`src/rtl/cp0_int_timer_ctrl_pkg.sv`:
```
// Shared definitions for the CP0 interrupt/timer controller: register map,
// IP bit layout, FSM encoding and the MTC0/MFC0 port helpers.
package cp0_int_timer_ctrl_pkg;

   localparam logic [4:0] CP0_COUNT   = 5'd9;
   localparam logic [4:0] CP0_COMPARE = 5'd11;
   localparam logic [4:0] CP0_STATUS  = 5'd12;
   localparam logic [4:0] CP0_CAUSE   = 5'd13;

   localparam int HW_INT_W  = 6;
   localparam int IP_SW_LSB = 0;
   localparam int IP_HW_LSB = 2;
   localparam int IP_TIMER  = 7;

   typedef enum logic [1:0] {
      ST_IDLE     = 2'd0,
      ST_REQ      = 2'd1,
      ST_WAIT_EXL = 2'd2
   } int_state_e;

   typedef struct packed {
      logic        hit;
      logic [31:0] data;
   } cp0_wr_t;

   // Way1 is the younger instruction, so it overrides way0 on the same register.
   function automatic cp0_wr_t resolve_write(input logic        we,
                                             input logic [4:0]  addr_0,
                                             input logic [31:0] data_0,
                                             input logic [4:0]  addr_1,
                                             input logic [31:0] data_1,
                                             input logic [4:0]  target);
      cp0_wr_t w;
      w.hit  = we & ((addr_0 == target) | (addr_1 == target));
      w.data = (addr_1 == target) ? data_1 : data_0;
      return w;
   endfunction

   function automatic logic [31:0] cp0_read(input logic        re,
                                            input logic [4:0]  addr,
                                            input logic [31:0] count,
                                            input logic [31:0] compare);
      logic [31:0] r;
      r = '0;
      if (re) begin
         if (addr == CP0_COUNT)
            r = count;
         else if (addr == CP0_COMPARE)
            r = compare;
      end
      return r;
   endfunction

endpackage

```
`src/rtl/cp0_int_timer_ctrl_int_sync.sv`:
```
// Multi-flop synchroniser for asynchronous level-sensitive interrupt lines.
module cp0_int_timer_ctrl_int_sync #(
   parameter int WIDTH  = 6,
   parameter int STAGES = 2
) (
   input  logic             clk,
   input  logic             rst,
   input  logic [WIDTH-1:0] d,
   output logic [WIDTH-1:0] q
);

   logic [WIDTH-1:0] sync_q [STAGES];

   always_ff @(posedge clk) begin
      if (rst) begin
         for (int i = 0; i < STAGES; i++)
            sync_q[i] <= '0;
      end else begin
         sync_q[0] <= d;
         for (int i = 1; i < STAGES; i++)
            sync_q[i] <= sync_q[i-1];
      end
   end

   assign q = sync_q[STAGES-1];

endmodule

```
`src/rtl/cp0_int_timer_ctrl.sv`:
```
// CP0 interrupt and timer controller: Count/Compare timer, IP merge and a
// request/acknowledge FSM that hands one qualified interrupt to CP0 at a time.
module cp0_int_timer_ctrl
   import cp0_int_timer_ctrl_pkg::*;
#(
   parameter int SYNC_STAGES = 2,
   parameter int COUNT_DIV   = 2,
   parameter int TIMER_IP    = IP_TIMER
) (
   input  logic                clk,
   input  logic                rst,
   input  logic [HW_INT_W-1:0] int_i,
   input  logic [1:0]          sw_ip,
   input  logic [7:0]          status_im,
   input  logic                status_ie,
   input  logic                status_exl,
   input  logic                wb_cp0_we,
   input  logic [4:0]          wb_cp0_waddr_0,
   input  logic [4:0]          wb_cp0_waddr_1,
   input  logic [31:0]         wb_cp0_wdata_0,
   input  logic [31:0]         wb_cp0_wdata_1,
   input  logic                ex_cp0_re,
   input  logic [4:0]          ex_cp0_raddr_0,
   input  logic [4:0]          ex_cp0_raddr_1,
   output logic [31:0]         ex_cp0_rdata_0,
   output logic [31:0]         ex_cp0_rdata_1,
   input  logic                int_ack,
   output logic [7:0]          cause_ip,
   output logic                timer_int,
   output logic                int_req
);

   localparam int DIV_W = (COUNT_DIV > 1) ? $clog2(COUNT_DIV) : 1;
   localparam logic [DIV_W-1:0] DIV_LAST = DIV_W'(COUNT_DIV - 1);

   logic [HW_INT_W-1:0] hw_ip;
   logic [DIV_W-1:0]    div_q;
   logic [31:0]         count_q;
   logic [31:0]         compare_q;
   cp0_wr_t             count_wr;
   cp0_wr_t             compare_wr;
   logic                qualified;
   int_state_e          state_q;
   int_state_e          state_d;
   logic                seen_exl_q;
   logic                seen_exl_d;

   cp0_int_timer_ctrl_int_sync #(
      .WIDTH  (HW_INT_W),
      .STAGES (SYNC_STAGES)
   ) u_int_sync (
      .clk (clk),
      .rst (rst),
      .d   (int_i),
      .q   (hw_ip)
   );

   assign count_wr   = resolve_write(wb_cp0_we, wb_cp0_waddr_0, wb_cp0_wdata_0,
                                     wb_cp0_waddr_1, wb_cp0_wdata_1, CP0_COUNT);
   assign compare_wr = resolve_write(wb_cp0_we, wb_cp0_waddr_0, wb_cp0_wdata_0,
                                     wb_cp0_waddr_1, wb_cp0_wdata_1, CP0_COMPARE);

   // Count/Compare timer; an MTC0 always beats the free-running update.
   always_ff @(posedge clk) begin
      if (rst) begin
         div_q     <= '0;
         count_q   <= '0;
         compare_q <= '0;
         timer_int <= 1'b0;
      end else begin
         if (count_wr.hit) begin
            count_q <= count_wr.data;
            div_q   <= '0;
         end else if (div_q == DIV_LAST) begin
            count_q <= count_q + 32'd1;
            div_q   <= '0;
         end else begin
            div_q   <= div_q + 1'b1;
         end

         if (compare_wr.hit) begin
            compare_q <= compare_wr.data;
            timer_int <= 1'b0;
         end else if (count_q == compare_q) begin
            timer_int <= 1'b1;
         end
      end
   end

   assign ex_cp0_rdata_0 = cp0_read(ex_cp0_re, ex_cp0_raddr_0, count_q, compare_q);
   assign ex_cp0_rdata_1 = cp0_read(ex_cp0_re, ex_cp0_raddr_1, count_q, compare_q);

   always_comb begin
      cause_ip           = {hw_ip, sw_ip};
      cause_ip[TIMER_IP] = cause_ip[TIMER_IP] | timer_int;
   end

   assign qualified = status_ie & ~status_exl & (|(cause_ip & status_im));

   always_ff @(posedge clk) begin
      if (rst) begin
         state_q    <= ST_IDLE;
         seen_exl_q <= 1'b0;
      end else begin
         state_q    <= state_d;
         seen_exl_q <= seen_exl_d;
      end
   end

   // The handler is finished only once EXL has gone high and come back low.
   always_comb begin
      state_d    = state_q;
      seen_exl_d = seen_exl_q;
      case (state_q)
         ST_IDLE: begin
            if (qualified)
               state_d = ST_REQ;
         end
         ST_REQ: begin
            if (int_ack) begin
               state_d    = ST_WAIT_EXL;
               seen_exl_d = 1'b0;
            end else if (!qualified) begin
               state_d = ST_IDLE;
            end
         end
         ST_WAIT_EXL: begin
            if (status_exl)
               seen_exl_d = 1'b1;
            if (seen_exl_q && !status_exl)
               state_d = ST_IDLE;
         end
         default: state_d = ST_IDLE;
      endcase
   end

   always_comb begin
      int_req = (state_q == ST_REQ);
   end

endmodule

```
`config.mk`:
```
export PLATFORM = sky130hd
export DESIGN_NAME = cp0_int_timer_ctrl
export DESIGN_NICKNAME = d
export VERILOG_FILES = /design/src/rtl/cp0_int_timer_ctrl_pkg.sv /design/src/rtl/cp0_int_timer_ctrl_int_sync.sv /design/src/rtl/cp0_int_timer_ctrl.sv
export SDC_FILE = /design/constraint.sdc
export NUM_CORES = 1
export LEC_CHECK = 0
export ABC_AREA = 1
export BUFFER_PORTS_ARGS = -buffer_cell sky130_fd_sc_hd__buf_2
export CORE_UTILIZATION = 59
export CTS_BUF_LIST = sky130_fd_sc_hd__clkbuf_2
export DETAILED_ROUTE_END_ITERATION = 8
export GPL_ROUTABILITY_DRIVEN = 0
export PLACE_DENSITY = 0.95
export SLEW_MARGIN = 10
export SYNTH_ARGS = -nofsm -noshare
export SYNTH_HDL_FRONTEND = slang
export SYNTH_SLANG_ARGS = --single-unit
export TNS_END_PERCENT = 50
```
`constraint.sdc`:
```
create_clock -name clk -period 3.7 [get_ports clk]
set_input_delay 0.37 -clock clk [delete_from_list [all_inputs] [get_ports clk]]
set_output_delay 0.37 -clock clk [all_outputs]
set_load 0.1 [all_outputs]
```
==> results.cfg <==
[clocking]
cts_setup_buffers = 0
cts-resized-gates = 0
tritoncts = built
cts.sinks = 81
h-tree-depth = 3
clk_pin_slew_ns = 0.25
clock_path_buffers = 2
cts.root.buffer_cell = clkbuf_2
worstSkewPairLatency_ns = 0.55
cts_buffers = 9

[timing]
fin_crit_sh_pct = 70.9
period_needed_ns = 2.62
worstMarginPinSlew_ns = 0.919
tns_ns = 0
whs_ns = 0.0890
skew_ns = 0.0377
slew_headroom_pct = 38.6
hold_violations = 0
fmax_mhz = 381
setup_slack_ns = 1.08
slew_viol_final = 0
finalSetupViolations = 0
rsz0062_at_grt = false

[synth]
synth_edf_count = 0
yosysTopAreaCell = dfxtp_1
netlist_area_mm2 = 0.00629
synth_top_area_share_pct = 25.8
ys.flop_type = dfxtp_1
syn_nets = 1182
yosysSeqAreaShare_pct = 25.8
yosysWarnings = 0
synth_area_per_cell_um2 = 5.86
synth_async_sr_flop_share_pct = 0
synth_cell_types = 32
synth_cells = 1074
netlist_top_cells_area = dfxtp_1 26%, nand2_1 19%, inv_1 9.4%, a221oi_1 8.9%, o21ai_0 7.5%
synth-seq-cells = 81

[layout]
final_common_cell = nand2_1
final_cell_mix = 312 x nand2_1, 180 x buf_2, 157 x inv_1
nets = 1318
final_layout_size_suffix_gt1_share_pct = 19.4
stdcell_count = 1351
fin_area_mm2 = 0.00729
diodes = 0
syn2layout_area_growth_pct = 15.8

[die]
start_util_pct = 61.0
core_mm2 = 0.0103
row_count = 37
dieHeight_um = 105
io_pins = 181
die_area_mm2 = 0.0111
die_w_um = 105

[detailed_routing]
drtPass1Iterations = 6
drt-initial-drc-count = 600
drc_errors = 0
route.detailed.vias_per_inst = 5.61
wl_per_cell_um = 14.5
vias = 7573
wl_mm = 19.6
drt.antenna.violating_nets = 0

[placed_design]
dp.cells = 1329
dpl_cell_area_mm2 = 0.00709
io_buffers = 180
dpl_worst_slack_ns = 1.14
place_hpwl_mm = 14.1

[power]
seqPwrFrac_pct = 47.5
power_frac_comb_pct = 24.7
intPower_uw = 1290
vdd_drop_max_uv = 256
swShare_pct = 36.0
power_density_mw_per_mm2 = 277
switchingPower_uw = 728
power.share.clock_pct = 27.7
leakagePower_uw = 0.00366

[run_status]
status = complete, no violations

[worst_setup_path]
arrival_ns = 2.25
crit_fanout = 33
critPathLaunchType = input pin
critPathKind = in -> out
crit-reg2reg-launch = count_q[1]$_SDFFE_PP0P_
cp-startpoint = ex_cp0_raddr_1[1]
worstPathRequired_ns = 3.33
cp_slowest_cell = buf_2
worst_path_most_repeated_cell = buf_2
crit_chain = buf_2 -> nor3_2 -> buf_4 -> a221oi_1 -> buf_2
cpPeakStageDelay_ns = 0.56
cp-end-kind = primary output

[worst_hold_path]
worstHoldStart = int_ack
holdCritPathClass = in -> reg

[global_routing]
grt_max_degree = 65
track_usage_pct = 35.0
grt_pass1_vias = 6808
grt_pass1_wl_mm = 31.5
grt_antenna_before_repair = 0
overflow = 0

[job]
drv_cap = 0
## state kept, by name (all words and copies together) (netlist names)
register           flops
u_int_sync.sync_q     12
div_q                  1
count_q               32
seen_exl_q             1
timer_int              1
state_q                2
compare_q             32
## cell usage after synthesis (3+ instances only)
cell type,count
nand2_1,313
inv_1,158
nor2_1,113
o21ai_0,94
dfxtp_1,81
a221oi_1,64
a21oi_1,50
nand3_1,48
clkbuf_1,43
xnor2_1,21
o21ai_1,17
buf_2,11
nor2_2,9
buf_4,8
buf_6,6
a21oi_2,5
nand4_1,5
nor3_1,4
nand2_2,3
nor2_4,3
o211ai_1,3
## area by class of cell
class                      instances  area (um^2)
multi-input combinational        762         3720
tap                              136          170
timing repair buffer             195         1030
sequential                        81         1620
clock buffer                       9         45.0
fill                             935         3030
inverter                         161          609
clock inverter                     7         95.1
## cells by family after synthesis
logic type / synth area share, %
flip-flops: 25.8
AO/OA/AOI/OAI: 22.9
XOR/XNOR: 3.20
buffers and inverters: 15.3
AND/OR/NAND/NOR: 32.6
adder cells (fa/ha/maj): 0.199
## critical path: cells and delay by family
kind / cells / cell delay (ns)
buffers and inverters: 3 / 1.35
and+or+nand+nor: 1 / 0.23
AOI/OAI and AO/OA: 1 / 0.28
## worst paths after layout
path	to	slack (ns)	depth (start not counted)
min reg2reg	u_int_sync.sync_q[0][11]$_SDFF_PP0_	0.40	2
min	state_q[1]$_SDFFE_PP0P_	0.09	3
max	ex_cp0_rdata_1[3]	1.08	5
max reg2reg	count_q[22]$_SDFFE_PP0P_	1.78	9
## per-layer routing
layer / routed length [um] / GRT usage [%] / share of wire (%) / up-vias
met3: 1920 / 6.18 / 9.8 / 62
met5: 0 / 0 / 0 / -
met2: 9100 / 58.9 / 47 / 411
li1: - / - / - / 3722
met1: 8030 / 44.6 / 41 / 3378
met4: 505 / 13.3 / 2.6 / 0
## per-stage QoR
step / total power (uW) / util, %
3_5_place_dp: 1460 / 68.7
6_report: 2020 / 70.6
4_1_cts: 2010 / 70.6
2_1_floorplan: 1320 / -
5_1_grt: 2110 / 70.6
3_3_place_gp: 1450 / 68.7
## power by group through the flow
stage	logic [uW]	clock network (uW)	registers (uW)
floorplan	354	0	961
global placement	474	0	974
detailed placement	485	0	975
CTS	491	556	958
global route	549	598	966
finish	500	560	960
## repair_timing
item	4_1_cts	5_1_grt
hold buffers	6	0
endpoints found under the setup margin	0	0
hold endpoints to repair	6	0
(Power assumes the default switching activity.)
